`config.mk`:
```
export PLATFORM = sky130hd
export DESIGN_NAME = key_converter
export DESIGN_NICKNAME = d
export VERILOG_FILES = /design/src/rtl/key_pkg.sv /design/src/rtl/key_sync.sv /design/src/rtl/key_converter.sv
export SDC_FILE = /design/constraint.sdc
export NUM_CORES = 1
export LEC_CHECK = 0
export BUFFER_PORTS_ARGS = -buffer_cell sky130_fd_sc_hd__buf_2
export CAP_MARGIN = 5
export CORE_ASPECT_RATIO = 1.1
export CORE_MARGIN = 1.5
export CORE_UTILIZATION = 55
export CTS_CLUSTER_DIAMETER = 150
export DETAILED_ROUTE_END_ITERATION = 8
export MAX_ROUTING_LAYER = met4
export PLACE_DENSITY = 0.76
export RECOVER_POWER = 100
export REMOVE_ABC_BUFFERS = 1
export SLEW_MARGIN = 0
export SYNTH_ARGS = -nofsm -noshare
export SYNTH_HDL_FRONTEND = slang
export SYNTH_SLANG_ARGS = --single-unit
```
`constraint.sdc`:
```
create_clock -name clk -period 2.7 [get_ports clk]
set_clock_uncertainty 0.05 [all_clocks]
set_input_delay 0.54 -clock clk [delete_from_list [all_inputs] [get_ports clk]]
set_output_delay 0.54 -clock clk [all_outputs]
set_load 0.1 [all_outputs]
```
`src/rtl/key_pkg.sv`:
```
// Shared key codes and ASCII byte constants for key_converter and the game control FSM.
package key_pkg;

    localparam logic [3:0] ZERO  = 4'd0;
    localparam logic [3:0] W     = 4'd1;
    localparam logic [3:0] A     = 4'd2;
    localparam logic [3:0] S     = 4'd3;
    localparam logic [3:0] D     = 4'd4;
    localparam logic [3:0] J     = 4'd5;
    localparam logic [3:0] K     = 4'd6;
    localparam logic [3:0] L     = 4'd7;
    localparam logic [3:0] SPACE = 4'd8;

    localparam logic [7:0] ASCII_W     = 8'h57;
    localparam logic [7:0] ASCII_A     = 8'h41;
    localparam logic [7:0] ASCII_S     = 8'h53;
    localparam logic [7:0] ASCII_D     = 8'h44;
    localparam logic [7:0] ASCII_J     = 8'h4A;
    localparam logic [7:0] ASCII_K     = 8'h4B;
    localparam logic [7:0] ASCII_L     = 8'h4C;
    localparam logic [7:0] ASCII_SPACE = 8'h20;

    localparam logic [7:0] ASCII_LC_W = 8'h77;
    localparam logic [7:0] ASCII_LC_A = 8'h61;
    localparam logic [7:0] ASCII_LC_S = 8'h73;
    localparam logic [7:0] ASCII_LC_D = 8'h64;
    localparam logic [7:0] ASCII_LC_J = 8'h6A;
    localparam logic [7:0] ASCII_LC_K = 8'h6B;
    localparam logic [7:0] ASCII_LC_L = 8'h6C;

endpackage

```
`src/rtl/key_sync.sv`:
```
// Two-flop synchroniser for the keyboard byte, flagging when both stages agree.
module key_sync #(
    parameter int unsigned Width = 8
) (
    input  logic             clk,
    input  logic             rst_n,
    input  logic [Width-1:0] din,
    output logic [Width-1:0] dout,
    output logic             stable
);

    logic [Width-1:0] sync1_q;
    logic [Width-1:0] sync2_q;

    always_ff @(posedge clk or negedge rst_n) begin
        if (!rst_n) begin
            sync1_q <= '0;
            sync2_q <= '0;
        end else begin
            sync1_q <= din;
            sync2_q <= sync1_q;
        end
    end

    // Equal stages mean the byte survived at least two samples, so it is no glitch.
    assign dout   = sync2_q;
    assign stable = (sync1_q == sync2_q);

endmodule

```
`src/rtl/key_converter.sv`:
```
// Maps the synchronised ASCII keyboard byte to a registered 4-bit key code.
// Define KEY_CONVERTER_LOWERCASE_EN to also accept lowercase letters.
module key_converter
    import key_pkg::*;
(
    input  logic       clk,
    input  logic       rst_n,
    input  logic [7:0] keyboard,
    output logic [3:0] key
);

    logic [7:0] sync_byte;
    logic       stable;
    logic [3:0] key_d;
    logic [3:0] key_q;

    key_sync #(
        .Width (8)
    ) u_key_sync (
        .clk    (clk),
        .rst_n  (rst_n),
        .din    (keyboard),
        .dout   (sync_byte),
        .stable (stable)
    );

    function automatic logic [3:0] decode(input logic [7:0] b);
        logic [3:0] code;
        code = ZERO;
        case (b)
            ASCII_W:     code = W;
            ASCII_A:     code = A;
            ASCII_S:     code = S;
            ASCII_D:     code = D;
            ASCII_J:     code = J;
            ASCII_K:     code = K;
            ASCII_L:     code = L;
            ASCII_SPACE: code = SPACE;
`ifdef KEY_CONVERTER_LOWERCASE_EN
            ASCII_LC_W:  code = W;
            ASCII_LC_A:  code = A;
            ASCII_LC_S:  code = S;
            ASCII_LC_D:  code = D;
            ASCII_LC_J:  code = J;
            ASCII_LC_K:  code = K;
            ASCII_LC_L:  code = L;
`endif
            default:     code = ZERO;
        endcase
        return code;
    endfunction

    always_comb begin
        key_d = key_q;
        if (stable) begin
            key_d = decode(sync_byte);
        end
    end

    always_ff @(posedge clk or negedge rst_n) begin
        if (!rst_n) begin
            key_q <= ZERO;
        end else begin
            key_q <= key_d;
        end
    end

    assign key = key_q;

endmodule

```
# After elaboration in Yosys (flattened, before gate mapping)
# Cells that the tools add are included.
totals:
  regBits: 20
  memories: 0
  latch_bits: 0
  ramBits: 0
  output_inout_bits: 4
  elab_cells: 13
  inputBits: 10
  romBits: 0
op_classes:
  mux: 1
  order_cmp: 0
  n_div: 0
  eq_ne: 9
  multipliers: 0
  reduce_logical: 0
  shifts: 0
  add_sub_neg: 0
  n_bitwise: 0
op_table:
  columns: ["op", "n"]
  rows:
  - ["$eq 8x7->1 const B", 7]
  - ["$pmux 4 s8", 1]
  - ["$eq 8x6->1 const B", 1]
  - ["$eq 8x8->1", 1]

# Longest topological paths before layout
logic_depth:
  word_depth: 2
  depth_mapped: 5
  depth_no_buf: 4

# Hierarchy
# Synthesis repeated with hierarchy kept, for this count alone.
hier_totals:
  cells_unflattened: 56
  hier_area_um2: 765.7
by_module_without_submodules:
  columns: ["mod", "cells_per_inst", "n_inst", "seq_area_each_um2", "area_each_um2"]
  rows:
  - ["key_sync", 27, 1, 400.4, 486.7]
  - ["key_converter", 29, 1, 100.1, 279.0]

# Worst setup path after synthesis
# OpenSTA, ideal clock, no wires.
synth_timing:
  path_kind: "register -> output"
  startpoint: "register key_q[1] (netlist: key[1])"
  endpoint: "output key[1]"
  arrival_ns: 0.898
  setup_slack_ns: 1.212
  stages_incl_launch_ff: 1
  n_path_buf: 0
  required_ns: 2.110
  cell_sequence: "dfrtp_1"
synth_rtl:
  columns: ["item", "line", "text"]
  rows:
  - ["from (decl)", "key_converter.sv:15", "logic [3:0] key_q;"]
  - ["from (signal assigned)", "key_converter.sv:64", "key_q <= key_d;"]
  - ["to (decl)", "key_converter.sv:9", "output logic [3:0] key"]
# No word-level cell between the ends.

# Worst setup path after layout
layout_timing:
  startpoint: "register key_q[1] (netlist: key[1])"
  endpoint: "output key[1]"
# No word-level cell between the ends.

==> results by group <==
Run status
  – Status: finished clean

Floorplan
  – Die Ht: 44.9 um
  – Die area: 1840 um^2
  – Initial Util: 0.611
  – Die Width: 41.1 um
  – I/O pins: 14
  – Core Area: 1440 um^2
  – Row count: 14

Synthesis
  – YS warnings: 0
  – Avg Inst Size Synth: 14.9 um^2
  – Yosys top cell area share: 0.571
  – Synth cell count leaders: 20 x dfrtp_1, 5 x xnor2_1, 4 x xnor2_2
  – Synth area leaders: dfrtp_1 57%, xnor2_2 7.4%, xnor2_1 5.0%
  – Sequential fraction of the synthesis area: 0.571
  – Ys async rst share: 1.00
  – Cell taking the most area after synthesis: dfrtp_1
  – Count of flip-flops with a built-in enable after synthesis: 0
  – Netlist cell types: 26
  – Most common cell in the netlist: dfrtp_1
  – Seq cells post-synth: 20
  – Mapped Area: 877 um^2
  – Mapped Cells: 59
  – Dominant synthesized flop cell: dfrtp_1

Timing
  – Final Hold Viols: 0
  – Final period util: 0.780
  – Setup TNS: 0 ns
  – Fmax: 475 MHz
  – Min Tclk post-route: 2.11 ns
  – Slew @ Worst Pin: 1.16 ns
  – Relative slew slack: 0.231
  – Slew Limit Fails: 0
  – Final Setup Violations: 0
  – Setup repair after global routing missed its margin: false

Pwr
  – Max VDD drop: 0.432 mV
  – Leakage: 0.407 nW
  – Power per cell area: 581 nW/um^2
  – Tot Pwr: 542 uW

Setup path
  – Critical path peak fanout: 2
  – Worst path depth: 1
  – CP max stage cell: clkbuf_1
  – FF-to-FF End: key[1]
  – CP Cell Sequence: clkbuf_1
  – Req. time, crit path: 2.11 ns
  – Reg-to-reg slack, setup: 1.04 ns
  – Reg2reg path depth: 4
  – Arrival time worst endpoint: 1.52 ns
  – CP endpoint kind: output pin
  – Critical path type: flip-flop to output pin
  – Crit path buffers/inverters: 1
  – CP Launch Type: flip-flop
  – CP delay by family, top: buffers and inverters
  – R2R Path Start: u_key_sync.dout[1]
  – Max stage delay on crit path: 0.86 ns

Route
  – Residual DRC count: 0
  – Vias/cell: 5.36
  – Iteration-0 DRC count of the detailed router: 3
  – Drt wl/cell: 13.4 um
  – Vias: 477
  – TritonRoute pass-1 iters: 2
  – Total Routed Length: 1190 um
  – Post-DRT Antenna Nets: 0

Final layout
  – Area Growth Syn to Fin: 6.42%
  – Fillers: 115
  – Layout cells sized above 1: 0.301
  – Final core utilization: 0.650
  – Layout Nets: 84
  – ANT cells: 0

Global routing
  – Largest net degree at the start of global routing: 21
  – First-pass GRT wire length: 1950 um
  – Number of global-route vias before repair: 476
  – Total grt overflow: 0
  – GRT Total Usage: 0.179
  – Initial antenna violation count: 0

Clocking
  – TritonCTS clock tree: yes
  – H-tree Lvls: 1
  – Sink Count: 20
  – Worst-Skew Late Latency: 0.30 ns
  – Post-cts hold buffer count: 0
  – Clock Path Buffers: 2
  – Root buf cell: clkbuf_4
  – Post-CTS setup buffer count: 0
  – Worst-path clk slew: 0.10 ns
  – PostCTS Resize Cnt: 0
  – Num CTS Buffers: 3

Job
  – Max Cap Violations: 0

Min path
  – Hold WC Path Type: input pin to flip-flop
  – Hold_sp: keyboard[3]
  – Worst hold endpoint: u_key_sync.sync1_q[3]
  – Hold Crit Depth: 1

Place
  – PortBufs: 13
  – Routability cong.: 0.786
[layout make-up]
| class | count | area [um^2] | share of cell area |
|---|---|---|---|
| clock buffers | 4 | 36.3 | 0.0389 |
| multi-input cells | 36 | 318 | 0.340 |
| well taps | 16 | 20.0 | 0.0214 |
| repair buffers | 13 | 58.8 | 0.0630 |
| flip-flops and latches | 20 | 500 | 0.536 |
[metal layers]
metal  GRT usage  routed length, um
met1       0.189                520
met2       0.272                596
met3      0.0443                 50
met4       0.140                 23
met5           -                  0
[cells in the final DEF, fill, tap and decap left out, types with 2 or more instances in the layout]
master,n
nor2b_1,2
xnor2_1,5
clkbuf_4,3
nor2_1,4
dfrtp_1,20
buf_2,8
o21ai_0,3
clkbuf_1,5
nor4b_1,2
xnor2_2,4
[per-stage QoR]
step | cell area [um^2] | setup WS [ns] | hold WS, ns | std cells
2_1_floorplan | 851 | 1.21 | 0.194 | 56
3_3_place_gp | 936 | 1.22 | 0.329 | 85
3_5_place_dp | 936 | 1.19 | 0.340 | 85
4_1_cts | 972 | 1.01 | 0.107 | 89
5_1_grt | 933 | 0.506 | 0.268 | 89
6_report | 933 | 0.593 | 0.287 | 89
[sequential cells by signal (all words and copies together) (netlist names)]
register	flops
u_key_sync.sync1_q	8
u_key_sync.dout	8
key	4
[cell families (layout without fill, tap and decap cells)]
group | Yosys count | count (layout) | synth area share
compound gates | 8 | 8 | 0.0571
xor+xnor | 10 | 10 | 0.155
simple gates | 16 | 16 | 0.153
mux | 2 | 2 | 0.0342
flops | 20 | 20 | 0.571
buf+inv | 3 | 17 | 0.0300
[power by group]
part | internal [mW] | total, mW | switching [mW]
logic | 0.0252 | 0.0452 | 0.0200
clock network | 0.0823 | 0.167 | 0.0850
registers | 0.312 | 0.329 | 0.0175
[worst max path at each step]
stage / startpoint / end
final: key[1] / key[1]
after global routing: key[1] / key[1]
after detailed placement: u_key_sync.dout[1] / key[1]
after floorplan: key[1] / key[1]
after CTS: key[1] / key[1]
after global placement: u_key_sync.dout[1] / key[3]
Note: power is estimated with default switching activity, not from simulation.
